--- src/rtl/univ_shift_reg.sv ---
// univ_shift_reg
//   WIDTH-bit universal shift register. It supports hold, load, shift left,
//   shift right, rotate left, rotate right, arithmetic shift right and clear.
//   A burst engine repeats one shift/rotate op for burst_len cycles and
//   reports its progress on busy and done.
//
// Ports
//   clk        rising-edge clock
//   reset_n    synchronous active-low reset
//   en         enables single-cycle ops while idle
//   mode       op select (see MODE_* below)
//   d          parallel load data
//   sin_r      serial in to bit 0 for shl
//   sin_l      serial in to MSB for shr
//   start      burst request for a shift/rotate mode
//   burst_len  number of burst steps
//   q, q_bar   register contents and its complement
//   sout_l     q[WIDTH-1]
//   sout_r     q[0]
//   busy       high while burst steps remain
//   done       one-cycle pulse after the final burst step
//
// state  | meaning
// IDLE   | single-cycle ops via en/mode; accepts a burst start
// BURST  | repeating the latched op until the step counter runs out
module univ_shift_reg #(
  parameter int unsigned     WIDTH     = 8,
  parameter logic [WIDTH-1:0] RESET_VAL = '0,
  parameter int unsigned     CNT_W     = 4
) (
  input  logic             clk,
  input  logic             reset_n,
  input  logic             en,
  input  logic [2:0]       mode,
  input  logic [WIDTH-1:0] d,
  input  logic             sin_r,
  input  logic             sin_l,
  input  logic             start,
  input  logic [CNT_W-1:0] burst_len,
  output logic [WIDTH-1:0] q,
  output logic [WIDTH-1:0] q_bar,
  output logic             sout_l,
  output logic             sout_r,
  output logic             busy,
  output logic             done
);

  localparam logic [2:0] MODE_HOLD  = 3'b000;
  localparam logic [2:0] MODE_LOAD  = 3'b001;
  localparam logic [2:0] MODE_SHL   = 3'b010;
  localparam logic [2:0] MODE_SHR   = 3'b011;
  localparam logic [2:0] MODE_ROL   = 3'b100;
  localparam logic [2:0] MODE_ROR   = 3'b101;
  localparam logic [2:0] MODE_ASR   = 3'b110;
  localparam logic [2:0] MODE_CLEAR = 3'b111;

  localparam logic [CNT_W-1:0] CNT_ONE = {{(CNT_W-1){1'b0}}, 1'b1};

  typedef enum logic {
    ST_IDLE,
    ST_BURST
  } state_t;

  state_t           state_q, state_d;
  logic [WIDTH-1:0] q_q, q_d;
  logic [2:0]       op_q, op_d;
  logic [CNT_W-1:0] rem_q, rem_d;
  logic             busy_q, busy_d;
  logic             done_q, done_d;
  logic             valid_start;

  function automatic logic [WIDTH-1:0] apply_op(
    input logic [2:0]       op,
    input logic [WIDTH-1:0] cur,
    input logic [WIDTH-1:0] din,
    input logic             sl,
    input logic             sr
  );
    logic [WIDTH-1:0] res;
    res = cur;
    case (op)
      MODE_HOLD:  res = cur;
      MODE_LOAD:  res = din;
      MODE_SHL:   res = {cur[WIDTH-2:0], sr};
      MODE_SHR:   res = {sl, cur[WIDTH-1:1]};
      MODE_ROL:   res = {cur[WIDTH-2:0], cur[WIDTH-1]};
      MODE_ROR:   res = {cur[0], cur[WIDTH-1:1]};
      MODE_ASR:   res = {cur[WIDTH-1], cur[WIDTH-1:1]};
      MODE_CLEAR: res = '0;
      default:    res = cur;
    endcase
    return res;
  endfunction

  // Only the shift/rotate modes may be repeated; a zero length is ignored.
  assign valid_start = start && (mode >= MODE_SHL) && (mode <= MODE_ASR)
                       && (burst_len != '0);

  always_comb begin
    state_d = state_q;
    q_d     = q_q;
    op_d    = op_q;
    rem_d   = rem_q;
    busy_d  = busy_q;
    done_d  = 1'b0;

    case (state_q)
      ST_BURST: begin
        // Serial inputs are sampled live on every step.
        q_d   = apply_op(op_q, q_q, d, sin_l, sin_r);
        rem_d = rem_q - CNT_ONE;
        if (rem_q == CNT_ONE) begin
          busy_d  = 1'b0;
          done_d  = 1'b1;
          state_d = ST_IDLE;
        end
      end
      default: begin
        busy_d = 1'b0;
        if (valid_start) begin
          // The start edge already performs step 1.
          q_d   = apply_op(mode, q_q, d, sin_l, sin_r);
          op_d  = mode;
          rem_d = burst_len - CNT_ONE;
          if (burst_len == CNT_ONE) begin
            done_d = 1'b1;
          end else begin
            busy_d  = 1'b1;
            state_d = ST_BURST;
          end
        end else if (en) begin
          q_d = apply_op(mode, q_q, d, sin_l, sin_r);
        end
      end
    endcase
  end

  always_ff @(posedge clk) begin
    if (!reset_n) begin
      state_q <= ST_IDLE;
      q_q     <= RESET_VAL;
      op_q    <= MODE_HOLD;
      rem_q   <= '0;
      busy_q  <= 1'b0;
      done_q  <= 1'b0;
    end else begin
      state_q <= state_d;
      q_q     <= q_d;
      op_q    <= op_d;
      rem_q   <= rem_d;
      busy_q  <= busy_d;
      done_q  <= done_d;
    end
  end

  assign q      = q_q;
  assign q_bar  = ~q_q;
  assign sout_l = q_q[WIDTH-1];
  assign sout_r = q_q[0];
  assign busy   = busy_q;
  assign done   = done_q;

endmodule

--- config.mk ---
export PLATFORM = sky130hd
export DESIGN_NAME = univ_shift_reg
export DESIGN_NICKNAME = d
export VERILOG_FILES = /design/src/rtl/univ_shift_reg.sv
export SDC_FILE = /design/constraint.sdc
export NUM_CORES = 1
export LEC_CHECK = 0
export ABC_AREA = 1
export CORE_UTILIZATION = 35
export CTS_BUF_LIST = sky130_fd_sc_hd__clkbuf_4 sky130_fd_sc_hd__clkbuf_8
export DETAILED_ROUTE_END_ITERATION = 10
export GPL_TIMING_DRIVEN = 0
export MAX_ROUTING_LAYER = met4
export SYNTH_ARGS = -nofsm -noshare
export SYNTH_HDL_FRONTEND = slang
export SYNTH_SLANG_ARGS = --single-unit
--- constraint.sdc ---
create_clock -name clk -period 1.2 [get_ports clk]
set_input_delay 0.24 -clock clk [delete_from_list [all_inputs] [get_ports clk]]
set_output_delay 0.24 -clock clk [all_outputs]
set_load 0.1 [all_outputs]
**Yosys cells after proc, flatten, opt, wreduce, memory -nomap -nowiden**

Cells that the tools add are included.
Widths: inputs -> output; s select.

- Add/subtract/negate cells: 2
- $lt $le $gt $ge: 2
- Mux-type cells: 17
- Reduce and logical (&&, ||, !) cells: 11
- Equality and inequality tests: 19
- Bitwise logic cells: 2

Operators with widths:

| cell | number |
|---|---|
| $pmux 8 s8 | 1 |
| $pmux 8 s7 | 1 |
| $eq 3x3->1 const B | 8 |
| $mux 8 | 3 |
| $eq 3x2->1 const B | 4 |
| $mux 1 | 10 |
| $eq 4x1->1 const B | 2 |
| $mux 4 | 2 |
| $not 8->8 | 1 |
| $sub 4x1->4 const B | 2 |
| $eq 3x1->1 const B | 2 |
| $logic_not 3->1 | 2 |
| $ne 2x2->1 const B | 2 |
| $reduce_and 2->1 | 2 |
| $reduce_bool 4->1 | 1 |
| $ge 3x2->1 const B | 1 |
| $le 3x3->1 const B | 1 |
| $logic_and 1x1->1 | 3 |
| $reduce_and 3->1 | 1 |
| $reduce_bool 3->1 | 1 |
| $ne 2x1->1 const B | 1 |
| $reduce_bool 2->1 | 1 |
| $not 1->1 | 1 |

- Register bits: 18
- Logic and storage cells: 60
- Input port bits: 21
- Output and inout bits: 20

**Logic depth before layout (Yosys ltp)**

Gate-level depths: netlist of run 1.

- Word-level depth: 6
- Depth in mapped cells: 10
- Depth with buffers taken out: 10

**Worst setup path after synthesis of run 1**

Ideal clock, no wire load.

- Kind: reg2reg
- From: register q_q[0], in the netlist q[0]
- To: register q_q[7], in the netlist q[7]
- Slack: -1.123 ns
- Required time: 1.144 ns
- Period minus slack after synthesis: 2.323 ns
- Library setup time: 0.056 ns
- Cell stages (with the launch flop): 7
- Data arrival time: 2.267 ns
- Buffers on the path: 0
- Cells stage by stage: dfxtp_1 > inv_1 > o21ai_0 > o21ai_0 > nand3b_1 > nand2_1 > inv_1

- Word-level cells in the longest chain between the ends: 4
- Elaborated cells on any way between the ends: 5
- Those cells by class: mux (5)

Ends and longest elaborated chain:

| item | line | source |
|---|---|---|
| start: declaration | 65 | `logic [WIDTH-1:0] q_q, q_d;` |
| start signal: assignment | 148 | `q_q <= q_d;` |
| $pmux 8 s8 | 81 | `case (op)` |
| $mux 8 | 131 | `end else if (en) begin` |
| $mux 8 | 120 | `if (valid_start) begin` |
| $mux 8 (*) | 107 | `case (state_q)` |

Mark *: on every way between the ends. The rest lies on a longest branch, timed or not. The select of a mux whose other input is x is not followed.
A chain may end at the register's enable or synchronous reset.

**Worst setup path after layout of run 1**

- From: register op_q[0]
- To: register q_q[1], in the netlist q[1]

- Word-level cells in the longest chain between the ends: 3
- Elaborated cells on any way between the ends: 12
- Those cells by class: eq/ne (8); mux (2); reduce/logical (2)

Ends and longest elaborated chain:

| item | line | source |
|---|---|---|
| start: declaration | 66 | `logic [2:0] op_q, op_d;` |
| start signal: assignment | 149 | `op_q <= op_d;` |
| $eq 3x3->1, or another cell as far along | 81 |  |
| $pmux 8 s7 / $ne 2x2->1 (equally long branches) | n/a |  |
| $mux 8 / $reduce_and 2->1 (equally long branches) | n/a |  |

Several ways; a longest one is shown, not always the timed one.

==> results, run 1 <==
- The analysis attributes to cell leakage a power of 1.199 nW.
- The routed layout has 1873 vias.
- The number of nets produced by synthesis is 292.
- The share of synthesized area in the top cell type comes to 22.54%.
- The final hold violation count is 0.
- After synthesis the cells add up to 1599 sq um.
- The tool flagged a number of max-cap violations equal to 0.
- The most frequent standard cell in the layout excluding fill and tap cells is nand2_1.
- The floorplan step defined a core boundary enclosing 4384 sq um.
- The repair_antennas step left the layout with diodes totalling 0.
- The number of hold-repair buffers added at the cts stage is 0.
- The power density normalized to cell area is 1287 nW/um^2.
- After layout, the worst setup slack is -60.99 ps.
- The die footprint is 4843 sq um.
- The warning count from the yosys run is 0.
- The type of the setup path with the least slack is reg2reg.
- The sum of net half-perimeters after detailed placement is 3439 um.
- After detailed routing, the total wire length is 5129 um.
- The final critical-path share of the clock period is 105.1%.
- In this run, synthesis produced a sequential element count of 18.
- CTS built an H-tree with a depth of 1.
- The TritonCTS clock tree is yes.
- The filler cell count is 432.
- Setup repair after global routing could not meet its margin everywhere.
- The number of buffers inserted by port buffering is 39.
- Data on the critical path is required at its endpoint by 1400 ps.
- The worst hold path class is in2reg.
- The async set-reset flop share out of synthesis is 0%.
- The growth of design area from synthesis to finish is 60.17%.
- The effective utilization at floorplan is 36.47%.
- Dividing the synthesized area by the synthesized cell count gives 5.989 sq um.
- Data on the critical path arrives at its endpoint at 1460 ps.
- The final count of pins violating max slew is 0.
- The CTS buffer count is 3.
- The number of antenna violations at the first check in global routing was 0.
- The sort of element at the end of the critical path is a flop.
- The first global-routing pass estimated 8804 um of wire.
- The clock period minus worst slack is 1261 ps.
- The congestion estimate from routability-driven global placement came to 0.8745.
- After detailed routing, the number of vias per cell comes to 4.878.
- The worst slack at placement is -748.4 ps.
- The post-route cell area is 2561 sq um.
- For this run, design rule violations remaining after detail routing come to 0.
- In this run the tightest slew margin relative to its limit is 80.49%.
- The synthesized design contains 0 enable-type register cells.
- The initial detailed-routing violation count is 124.
- During I/O placement, the number of pins put on the boundary was 41.
- In this run the vertical extent of the chip is 69.59 um.
- The distinct cell type count after synthesis is 26.
- After technology mapping, the gate count stands at 267.
- The maximum buffer depth of the clock tree is 2.
- The measured slew at the worst slew-check pin is 291.9 ps.
- The register clock-pin slew on the reported worst setup and hold paths is 90 ps.
- Between clock sinks in the finished design, the worst skew comes to 14.67 ps.
- For this run, the leading register cell type out of synthesis is dfxtp_1.
- The maximum clock frequency is 793.0 MHz.
- Clock tree synthesis found a total of 18 sinks.
- The part of the Yosys area used for sequential elements is 22.54%.
- The via count of the first global-routing pass is 1826.
- In the final design database the tool counted 358 nets.
- In the layout the commonest cells are nand2_1 (65), buf_4 (33), inv_1 (28).
- The clock reaches the later pin of the worst-skew pair after 270 ps.
- The run finished, with violations left.
- The worst-case vdd ir drop is 0.6064 mV.
- The length of the first detailed-routing pass in iterations is 4.
- The type of origin of the critical path is a flop.
- The cell area after placement is 2138 sq um.
- The number of nets with antenna violations after routing is 0.
- The aggregate negative setup slack is -431.3 ps.
- The floorplan has 24 rows.
- In the post-synthesis netlist, the biggest area contributors are dfxtp_1 (23%), nand2_1 (16%), a21oi_1 (10%), inv_1 (10%), nand3_1 (10%).
- In the final layout, the share of cells above drive strength 1 is 39.16%.
- Dividing the detail-routed wire length by the instance count gives 13.36 um.
- Setup violations remaining at the end of the flow were counted as 10.
- The clock tree root buffer cell is clkbuf_8.
- The pin count of the biggest net entering global routing is 11.
- The x dimension of the die is 69.59 um.
- The checks that failed: setup timing.
- Measured on the finished design, the core utilization comes to 58.42%.
- For this run the aggregate overflow at the end of global routing stands at 0.
- Of all nets on the critical path, the largest fanout is 8.
- dfxtp_1 takes more of the synthesized area than any other cell.
- The all-layer global routing usage is 23.17%.
final timing paths:
path / slack, ps / start / to / cells after the start
worst min register to register: 470 / rem_q[1] / rem_q[1] / 2
worst min-delay path: 340 / reset_n / op_q[0] / 3
worst max register to register: -60 / op_q[0] / q[1] / 9
worst max-delay path: -60 / op_q[0] / q[1] / 9
per-stage QoR:
| stage | cells | total power, mW | hold slack (ps) |
|---|---|---|---|
| detailed placement | 358 | 2.452 | 457.1 |
| floorplan | 267 | 2.051 | 378.4 |
| global placement | 358 | 2.445 | 451.0 |
| finish | 384 | 3.296 | 340.0 |
| global route | 384 | 3.462 | 370.0 |
| CTS | 380 | 3.240 | 392.7 |
registers in the layout, summed over array words and instances (netlist names):
register  cells
state_q       1
rem_q         4
op_q          3
busy          1
done          1
q             8
synthesized netlist by cell type (2+ instances only):
master	count
ha_1	4
inv_2	2
buf_2	3
inv_1	44
dfxtp_1	18
a21oi_1	33
nand2_1	69
nor2_1	13
nor2_4	3
nand4_1	4
inv_4	2
nand2_4	3
a31oi_1	7
nand3_1	32
clkbuf_1	2
buf_4	6
o21ai_0	13
cells by family (layout without fill, tap and decap cells):
| logic type | Yosys count | count (layout) | synth area share, % |
|---|---|---|---|
| buffers and inverters | 59 | 124 | 15.81 |
| DFF | 18 | 18 | 22.54 |
| AOI/OAI and AO/OA | 53 | 53 | 17.14 |
| and+or+nand+nor | 131 | 131 | 40.30 |
| xor gates and xnor gates | 2 | 2 | 1.096 |
| adders and majority gates | 4 | 4 | 3.130 |
worst max-delay path, cell delays in order (launching register included):
cell	delay, ps
dfxtp_4	380
inv_1	180
nand3_2	110
nand2_1	90
inv_2	60
nand2_8	130
clkinv_8	90
nand3_2	60
nand2_1	40
inv_1	40
routing by layer:
layer,GRT usage (%),vias to the layer above,wire [um],share of wire (%)
met5,-,-,0,0
met4,4.762,0,29,0.57
met3,1.744,4,235,4.6
met2,35.92,47,2350,46
met1,33.09,834,2514,49
li1,-,988,-,-
power breakdown:
group	internal [mW]	leakage [nW]	switching (mW)
Sequential	0.684	0.156	0.0831
Combinational	0.656	1.01	1.33
Clock	0.293	0.0288	0.254
layout make-up:
cell class / count / area, sq um / area share (%)
Timing Repair Buffer: 61 / 588.1 / 22.96
Clock buffer: 4 / 55.05 / 2.149
Inverter: 48 / 232.7 / 9.086
Sequential cell: 18 / 397.9 / 15.53
Multi-Input combinational cell: 190 / 1136 / 44.36
Buffer: 11 / 86.33 / 3.371
Tap cell: 52 / 65.06 / 2.540
what timing repair did:
action                                  4_1_cts  5_1_grt
endpoints found under the setup margin       38       20
cloned                                        0        1
setup buffers                                18        3
pin swaps                                    22        9
gates resized for setup                     185       25
(Power assumes the default switching activity.)
==> run 2, diff against run 1 <==
--- a/config.mk
+++ b/config.mk
@@ -6,6 +6,7 @@
 export NUM_CORES = 1
 export LEC_CHECK = 0
 export ABC_AREA = 1
+export CORE_MARGIN = 5
 export CORE_UTILIZATION = 35
 export CTS_BUF_LIST = sky130_fd_sc_hd__clkbuf_4 sky130_fd_sc_hd__clkbuf_8
 export DETAILED_ROUTE_END_ITERATION = 10
==> run 2 against run 1 <==
The flow still finishes with violations (setup timing). Worst hold slack gained 21 ps. Combinational power grew 4%. Fmax shrank 1.1%. Sequential share of layout area shrank 0.56 points. Clock power is essentially flat.
==> results, run 2 (synthesis results as in run 1) <==
- TritonCTS created 3 clock buffers.
- The clock network latency to the later pin of the worst-skew pair is 270 ps.
- The final hold violation count is 0.
- The count of maximum capacitance violations is 0.
- The sum of net half-perimeters after detailed placement is 3517 um.
- The final count of pins violating max slew is 0.
- Clock-pin slew was measured on the worst setup and hold paths at 90 ps.
- The leakage power total is 1.238 nW.
- The final route contains 1927 vias.
- Global routing finished with a remaining overflow of 0.
- The global-route wire length before repair is 8507 um.
- The worst register-to-register path ends at q[4].
- The total number of cells along the worst setup path is 10.
- The kind of cell with the highest combined delay along the critical path is buffers and inverters.
- The number of antenna violations at the first check in global routing is 0.
- Setup repair after global routing could not meet its margin everywhere.
- For the worst setup path, the data arrival time is 1450 ps.
- Final hold analysis gives a worst-case slack of 360.7 ps.
- The row count is 24.
- In this run the cell area measured after placement is 2138 sq um.
- The worst register-to-register path has a depth of 10.
- Once routing completed, OpenROAD measured the worst setup slack at -75.50 ps.
- CTS saw 18 sinks.
- On the final layout, the worst clock skew is 8.409 ps.
- Cells with a size suffix above 1 make up 41.67% of the layout.
- Setup slack on the worst reg-to-reg path comes out at -80 ps.
- The maximum clock frequency is 784.0 MHz.
- The worst-path maximum fanout is 8.
- 41 I/O pins were placed.
- The sort of element at the end of the critical path is a flop.
- The final-report setup violation count is 13.
- The required time of the worst setup path is 1370 ps.
- After the last flow step, the layout net total stands at 362.
- In this run, placement finished with an instance count of 358.
- The capture point of the critical path is q[4].
- The largest single stage delay on the critical path is 330 ps.
- The most numerous cell on the critical path is nand3_2.
- The worst slack at placement is -737.7 ps.
- In this run the worst setup path begins at state_q.
- The area of the core region is 4384 sq um.
- The power density normalized to cell area is 1272 nW/um^2.
- The growth of design area from synthesis to finish is 65.65%.
- Measured along the y axis, the die boundary spans 77.59 um.
- Entering global routing, the biggest net connects 11 pins.
- The via count of the first global-routing pass is 1736.
- At the pin with the least slew margin, the transition time is 311.9 ps.
- The reg-to-reg startpoint is state_q.
- The effective utilization at floorplan is 36.47%.
- During placement, the flow inserted port buffers numbering 39.
- The detailed router finished its first iteration with 99 violations.
- The start point of the worst hold path is reset_n.
- The via-per-instance ratio is 4.966.
- The worst setup path is launched from a flop.
- The number of hold-repair buffers added at the cts stage is 0.
- For this run, the share of the core covered by cells in the final layout is 60.42%.
- The post-route cell area is 2649 sq um.
- The worst hold path class is in2reg.
- The weighted congestion at the end of routability-driven global placement is 0.8940.
- The library cell used most frequently in the layout, excluding fill and tap cells, is nand2_1.
- The count of non-filler cells in the finished layout is 388.
- The sum of buffers and inverters on the critical path is 5.
- The TritonCTS clock tree is yes.
- The total length of routed wires is 5284 um.
- The maximum level of the CTS H-tree is 1.
- Dividing the detail-routed wire length by the instance count gives 13.62 um.
- The top cell types in the final layout, fill and taps aside, are nand2_1 (61), buf_4 (30), inv_1 (27).
- The worst max-slew margin expressed relative to the limit is 79.16%.
- The x dimension of the die is 77.59 um.
- The worst path in the final design needs a cycle of 1276 ps, including I/O delays and setup.
- In this run the remaining antenna-violating nets after routing total 0.
- The cell sitting at the root of the clock tree is a clkbuf_8.
- The DRC violations left is 0.
- The slowest cell on the critical path is dfxtp_2.
- The die footprint is 6020 sq um.
- The final critical-path share of the clock period is 106.3%.
- Across the VDD grid, the largest voltage drop is 0.7204 mV.
- The critical path goes through buf_8 > clkinvlp_4 > nand3_2 > nand2_2 > inv_4 > nand2_8 > clkinv_8 > nand3_2 > nand2_1 > inv_1.
- The register with the most flip-flops in the layout has 8 of them.
- The final antenna diode count is 0.
- The worst setup path is of the reg2reg kind.
- In the global route stage, overall resource usage came out at 17.44%.
- The checks that failed: setup timing.
- The first detailed-routing pass took 4 iterations.
- In this run the deepest clock path goes through 2 buffers.
- The flow ran to the end, but the final reports show violations.
## run 2: cell types whose count changed in the layout (fill, tap and decap cells not counted), sizes merged
cell and delta:
dlygate4sd2 -1, buf +4, clkdlybuf4s15 +1
## run 2: layout make-up
| type | instances | area (sq um) |
|---|---|---|
| multi-input cells | 190 | 1149 |
| inverters | 48 | 235.2 |
| flip-flops and latches | 18 | 396.6 |
| fillers | 409 | 1735 |
| plain buffers | 11 | 100.1 |
| repair buffers | 65 | 648.1 |
| well taps | 52 | 65.06 |
| clock buffers | 4 | 55.05 |
## run 2: layer usage
metal	GRT usage (%)	part of all wire (%)	wire length (um)	vias to the layer above
li1	-	-	-	998
met1	25.16	48	2523	866
met2	26.13	45	2401	57
met3	1.736	5.8	306	6
met4	3.952	1.0	54	0
met5	-	0	0	-
## run 2: how the worst min path moves through the flow
| stage | endpoint | depth (start not counted) |
|---|---|---|
| after floorplan | op_q[0] | 2 |
| after global placement | rem_q[1] | 2 |
| after detailed placement | rem_q[1] | 2 |
| after CTS | op_q[1] | 3 |
| after global routing | rem_q[2] | 3 |
| final | op_q[0] | 3 |
## run 2: what timing repair did
| action | in CTS | in global routing |
|---|---|---|
| endpoints found under the setup margin | 38 | 24 |
| pin swaps | 12 | 20 |
| buffers inserted | 10 | 15 |
| gates resized for setup | 178 | 52 |
| hold endpoints to repair | 0 | 0 |
| cloned | 0 | 1 |
## run 2: per-stage QoR
stage	power, mW	setup TNS [ps]
4_1_cts	3.176	-682.0
5_1_grt	3.532	-1604
2_1_floorplan	2.051	-3237
3_3_place_gp	2.451	-22350
6_report	3.371	-563.6
3_5_place_dp	2.456	-22510
## run 2: where the power goes
group / total, mW / internal [mW] / switching, mW
clock network: 0.544 / 0.293 / 0.251
registers: 0.780 / 0.685 / 0.0945
logic: 2.05 / 0.707 / 1.34
total: 3.37 / 1.68 / 1.69
## run 2: worst reg2reg max path: cells and delay by family (launching register included)
kind | cells | cell delay [ps]
flip-flops | 1 | 330
buffers and inverters | 5 | 460
AND/OR/NAND/NOR | 5 | 390
